<file path="config.mk">
export PLATFORM = sky130hd
export DESIGN_NAME = mod_m_counter_bank
export DESIGN_NICKNAME = d
export VERILOG_FILES = /design/src/rtl/mod_m_counter_bank.sv
export SDC_FILE = /design/constraint.sdc
export NUM_CORES = 1
export LEC_CHECK = 0
export BUFFER_PORTS_ARGS = -buffer_cell sky130_fd_sc_hd__buf_2
export CORE_ASPECT_RATIO = 2
export CORE_UTILIZATION = 59
export CTS_CLUSTER_DIAMETER = 40
export CTS_CLUSTER_SIZE = 16
export DETAILED_ROUTE_END_ITERATION = 7
export GPL_ROUTABILITY_DRIVEN = 0
export GPL_TIMING_DRIVEN = 0
export PLACE_DENSITY_LB_ADDON = 0.3
export SYNTH_ARGS = -nofsm -noshare
export SYNTH_HDL_FRONTEND = slang
export SYNTH_SLANG_ARGS = --single-unit
</file>
<file path="constraint.sdc">
create_clock -name clk -period 3.19 [get_ports clk]
set_input_delay 0.1595 -clock clk [delete_from_list [all_inputs] [get_ports clk]]
set_output_delay 0.1595 -clock clk [all_outputs]
set_load 0.03 [all_outputs]
</file>
<file path="src/rtl/mod_m_counter_bank.sv">
// mod_m_counter_bank: C independent modulo counters / tick generators.
// Each channel has a runtime modulus staged in a shadow register that
// takes effect only at a wrap or a clear, plus periodic/one-shot mode.
//
// Ports:
//   clk         rising-edge clock
//   reset_n     asynchronous active-low reset
//   en[C]       per-channel count enable
//   clr[C]      per-channel synchronous clear
//   cfg_we      config write strobe
//   cfg_ch      target channel (values >= C are ignored)
//   cfg_limit   new limit (modulus-1)
//   cfg_oneshot new mode, 1 = one-shot
//   q[C*N]      counter values, channel i on q[i*N +: N]
//   tick[C]     terminal-count pulse
//   done[C]     one-shot completed
module mod_m_counter_bank #(
   parameter int N         = 4,
   parameter int C         = 2,
   parameter int M_DEFAULT = 10,
   localparam int CW       = (C > 1) ? $clog2(C) : 1
) (
   input  logic           clk,
   input  logic           reset_n,
   input  logic [C-1:0]   en,
   input  logic [C-1:0]   clr,
   input  logic           cfg_we,
   input  logic [CW-1:0]  cfg_ch,
   input  logic [N-1:0]   cfg_limit,
   input  logic           cfg_oneshot,
   output logic [C*N-1:0] q,
   output logic [C-1:0]   tick,
   output logic [C-1:0]   done
);

   localparam logic [N-1:0] LIM_RST = N'(M_DEFAULT - 1);

   for (genvar i = 0; i < C; i++) begin : g_ch
      logic [N-1:0] cnt;
      logic [N-1:0] limit;
      logic [N-1:0] sh_limit;
      logic         os;
      logic         sh_os;
      logic         pend;
      logic         dn;
      logic         at_lim;
      logic         wrap;
      logic         apply;
      logic         wr;

      assign at_lim = (cnt == limit);
      assign wrap   = en[i] & ~dn & ~clr[i] & at_lim;
      // Staged config may only land where a new period begins.
      assign apply  = clr[i] | wrap;
      // Only in-range channel numbers can match a generated index.
      assign wr     = cfg_we & (cfg_ch == CW'(i));

      assign tick[i]        = wrap;
      assign done[i]        = dn;
      assign q[i*N +: N]    = cnt;

      always_ff @(posedge clk or negedge reset_n) begin
         if (!reset_n) begin
            cnt      <= '0;
            limit    <= LIM_RST;
            os       <= 1'b0;
            sh_limit <= LIM_RST;
            sh_os    <= 1'b0;
            pend     <= 1'b0;
            dn       <= 1'b0;
         end else begin
            if (clr[i]) begin
               cnt <= '0;
               dn  <= 1'b0;
            end else if (en[i] && !dn) begin
               if (at_lim) begin
                  cnt <= '0;
                  // Mode in force before the wrap decides completion.
                  if (os)
                     dn <= 1'b1;
               end else begin
                  cnt <= cnt + N'(1);
               end
            end

            if (apply) begin
               // A write in the apply cycle is newer than the shadow.
               if (wr) begin
                  limit <= cfg_limit;
                  os    <= cfg_oneshot;
               end else if (pend) begin
                  limit <= sh_limit;
                  os    <= sh_os;
               end
               pend <= 1'b0;
            end else if (wr) begin
               pend <= 1'b1;
            end

            if (wr) begin
               sh_limit <= cfg_limit;
               sh_os    <= cfg_oneshot;
            end
         end
      end
   end

endmodule

</file>
=== Yosys cells after proc, flatten, opt, wreduce, memory -nomap -nowiden ===
Cells that the tools add are included.

* Input bits: 13
* Bits in registers: 32

* Equality and inequality tests: 2
* Muxes and demuxes: 26
* Bitwise gates (word level): 15
* Reductions and logical operators: 18
* Add/subtract/negate cells: 2

{| class="wikitable"
|+ Operators with widths
! cell !! number
|-
| 4-bit two-way mux || 10
|-
| 2-bit nonzero test || 10
|-
| 1-bit two-way mux || 16
|-
| 4-bit by 1-bit adder with 4-bit output, second input constant || 2
|-
| 1-bit AND || 8
|-
| 4-bit == test || 2
|-
| 3-bit AND reduction || 2
|-
| 1-bit inverter || 5
|-
| 2-bit AND reduction || 2
|-
| 1-bit logical AND || 2
|-
| 1-bit zero test || 2
|-
| 1-bit OR || 2
|}

=== Logic depth before layout (Yosys ltp) ===
* Depth after elaboration: 6
* Depth in mapped cells: 6
* Gate-level depth less buffers: 4

=== Least setup slack after synthesis ===
No wires, ideal clock.

* Path kind: reg-to-output
* Start: register g_ch[1].cnt[0]
* End: output port tick[1]
* Data arrival time: 1.416 ns
* Path slack: 1.614 ns
* Required time: 3.030 ns
* Cell stages (with the launch flop): 6
* Cell sequence: dfrtp_1 > xnor2_1 > nand4_1 > buf_2 > nor3_1 > buf_4

* Longest elaborated chain between the ends: 2

{| class="wikitable"
|+ RTL lines
! element !! RTL line !! RTL
|-
| start, declared || 39 || <nowiki>logic [N-1:0] cnt;</nowiki>
|-
| start signal, assigned || 82 || <nowiki>cnt <= cnt + N'(1);</nowiki>
|-
| 4-bit == test || 51 || <nowiki>assign at_lim = (cnt == limit);</nowiki>
|-
| 1-bit AND || 52 || <nowiki>assign wrap = en[i] & ~dn & ~clr[i] & at_lim;</nowiki>
|-
| end, declared || 32 || <nowiki>output logic [C-1:0] tick,</nowiki>
|}

Every way passes these cells.

=== Worst setup path after layout ===
* Start: register g_ch[1].limit[3]
* End: output port tick[1]

* Longest elaborated chain between the ends: 2

{| class="wikitable"
|+ RTL lines
! element !! RTL line !! RTL
|-
| start, declared || 40 || <nowiki>logic [N-1:0] limit;</nowiki>
|-
| start signal, assigned || 89 || <nowiki>limit <= cfg_limit;</nowiki>
|-
| start signal, assigned || 92 || <nowiki>limit <= sh_limit;</nowiki>
|-
| 4-bit == test || 51 ||
|-
| 1-bit AND || 52 ||
|}

Every way passes these cells.

==> results.ini <==
[synth]
synth_seq_cells=32
netlist.area_leader.share=0.339
synthTopCellsByArea=dfrtp_1, dfstp_2, mux2_4
syn_area_um2=1770
postSynthAreaPerCell_um2=10.1
synth_area_leader_cell=dfrtp_1
ys_types=31
syn_nets=191
netlist_instances=176
ys_seq_area_frac=0.457
ys_warn_count=0

[timing]
slew_headroom=0.538
tightest_slew_ns=0.693
setup_violations=0
fin_crit_sh=0.676
hold_viol=0
whs_ns=0.135
tns_ns=0
rsz0062_at_grt=false
period_needed_ns=2.16
timing.fmax_mhz=464
finClkSkew_ns=0.0102
final_max_slew_viol_count=0

[cts]
cts_setup_buffers=0
cts_buffer_depth=2
h-tree-depth=2
clkLatencyLatePin_ns=0.29
cts_resized=0
path_clk_slew_ns=0.07
cts_sinks=32
cts_root_buf=clkbuf_8
cts_tree=yes
cts_buffers=5
holdBufCountCts=1

[global_route]
grt_usage=0.296
grt_start_max_net_pins=33
grt_pass1_vias=1512
overflow=0
grt_pass1_wl_um=6420
antenna_found_initial=0

[power]
power_density_nw_per_um2=519
power.internal_mw=0.742
power_mw=1.05
p_switching_mw=0.313
p_seq_frac=0.480
combPwrFrac=0.207
power_leakage_nw=0.899
switching_share=0.296
p_clk_frac=0.313
peakVddDrop_uv=444

[drt]
vias=1498
drt_iter0_markers=53
via_per_inst=6.29
drc=0
first_pass_iters=5
ant_nets=0
routed_wl_um=4150
routedWlPerCell_um=17.4

[critical_path]
path_class=reg2out
worst_setup_path_start_kind=flop
path_max_fanout=10
worstPathRequired_ns=3.03
arrival_ns=2.00
cp-end-kind=output port

[floorplanning]
core_area_um2=2800
die_w_um=40.8
die_h_um=79.5
ios=25
die-area_um2=3240
rows=27
start_util=0.632

[cells_and_area]
fin_cells=238
final_common_cell=buf_2
finish.utilization=0.725
drive_above_1_share=0.282
syn_to_final_growth_pct=14.6
most-common-layout-cells=buf_2, dfrtp_1, nand3_1
diodes=0
final_nets=223

[run_status]
status=finished, final reports clean

[job]
cap_violations=0

[min_path]
hold_path.class=in2reg

[placement]
dpl.cell_count=229
place_hpwl_um=3090
portBuffers=24

==> Yosys cell counts, drive strengths merged <==
library cell and n:
dfrtp 24, nand3 15, nand2 14, nor2b 11, mux2 10, nand2b 9, nor2 9, a21oi 8
buf 8, dfstp 8, xnor2 8, a222oi 6, o21ai 6, clkbuf 5, o211ai 5, or4b 5
a221oi 4, nor3 4, inv 3, a22o 2, ha 2, nand4 2, nor3b 2, nor4 2
and2b 1, and4 1, nor4b 1, or3 1
==> final timing paths <==
kind	slack (ns)	cells past startpoint	endpoint	from
min in group asynchronous	0.45	2	g_ch[0].limit[1]	reset_n
worst min register to register	0.51	1	g_ch[0].sh_limit[2]	g_ch[0].sh_limit[2]
worst max-delay path	1.03	6	tick[1]	g_ch[1].limit[3]
max in group asynchronous	2.28	2	g_ch[1].sh_os	reset_n
worst max register to register	1.47	5	g_ch[0].limit[0]	g_ch[0].cnt[2]
worst min-delay path	0.14	2	g_ch[0].sh_limit[2]	cfg_limit[2]
==> sequential cells by signal, summed over array words and instances, names as in the netlist <==
register and flops:
g_ch.cnt 8, g_ch.dn 2, g_ch.limit 8, g_ch.os 2, g_ch.pend 2, g_ch.sh_limit 8, g_ch.sh_os 2
==> worst max-delay path, stage by stage, from the launching register on <==
cell and delay [ns]:
dfstp_2 0.55, xnor2_1 0.14, nand4_1 0.27, buf_2 0.28
nor3_1 0.16, buf_4 0.14, buf_2 0.18
==> per-stage QoR <==
step / worst slack, ns / area, µm²
after global placement: 1.40 / 1930
after CTS: 1.01 / 2030
after global routing: 0.932 / 2030
after floorplan: 1.61 / 1770
after detailed placement: 1.34 / 1930
final: 1.03 / 2030
==> area by class of cell <==
type / instances / area (µm²)
Clock buffer: 6 / 82.6
Fill cell: 216 / 772
Sequential cell: 32 / 811
Tap cell: 29 / 36.3
Buffer: 13 / 75.1
Multi-Input combinational cell: 128 / 876
Clock inverter: 2 / 10.0
Timing Repair Buffer: 25 / 130
Inverter: 3 / 11.3
==> routing by layer <==
metal	up-vias	wire length [µm]	share of wire	global-route usage
met5	-	0	0	0
met4	0	109	0.026	0.143
met3	9	125	0.030	0.0585
met2	45	2430	0.59	0.548
met1	743	1480	0.36	0.268
li1	701	-	-	-
==> cells by family (layout without fill, tap and decap cells) <==
| logic type | count (synthesis) | in the layout | share of synthesized area |
|---|---|---|---|
| AND/OR/NAND/NOR | 77 | 77 | 0.242 |
| AO/OA/AOI/OAI | 31 | 31 | 0.124 |
| flip-flops | 32 | 32 | 0.457 |
| buffers and inverters | 16 | 49 | 0.0487 |
| adder cells (fa/ha/maj) | 2 | 2 | 0.0141 |
| XOR/XNOR | 8 | 8 | 0.0395 |
| multiplexers | 10 | 10 | 0.0741 |
==> power by group through the flow <==
stage                     Combinational (mW)  Clock [mW]  Sequential, mW
final                                  0.218       0.329           0.506
after global routing                   0.241       0.350           0.511
after CTS                              0.218       0.334           0.506
after detailed placement               0.215           0           0.513
after global placement                 0.204           0           0.509
after floorplan                        0.151           0           0.511
No activity file was read; power rests on OpenSTA's default activity.
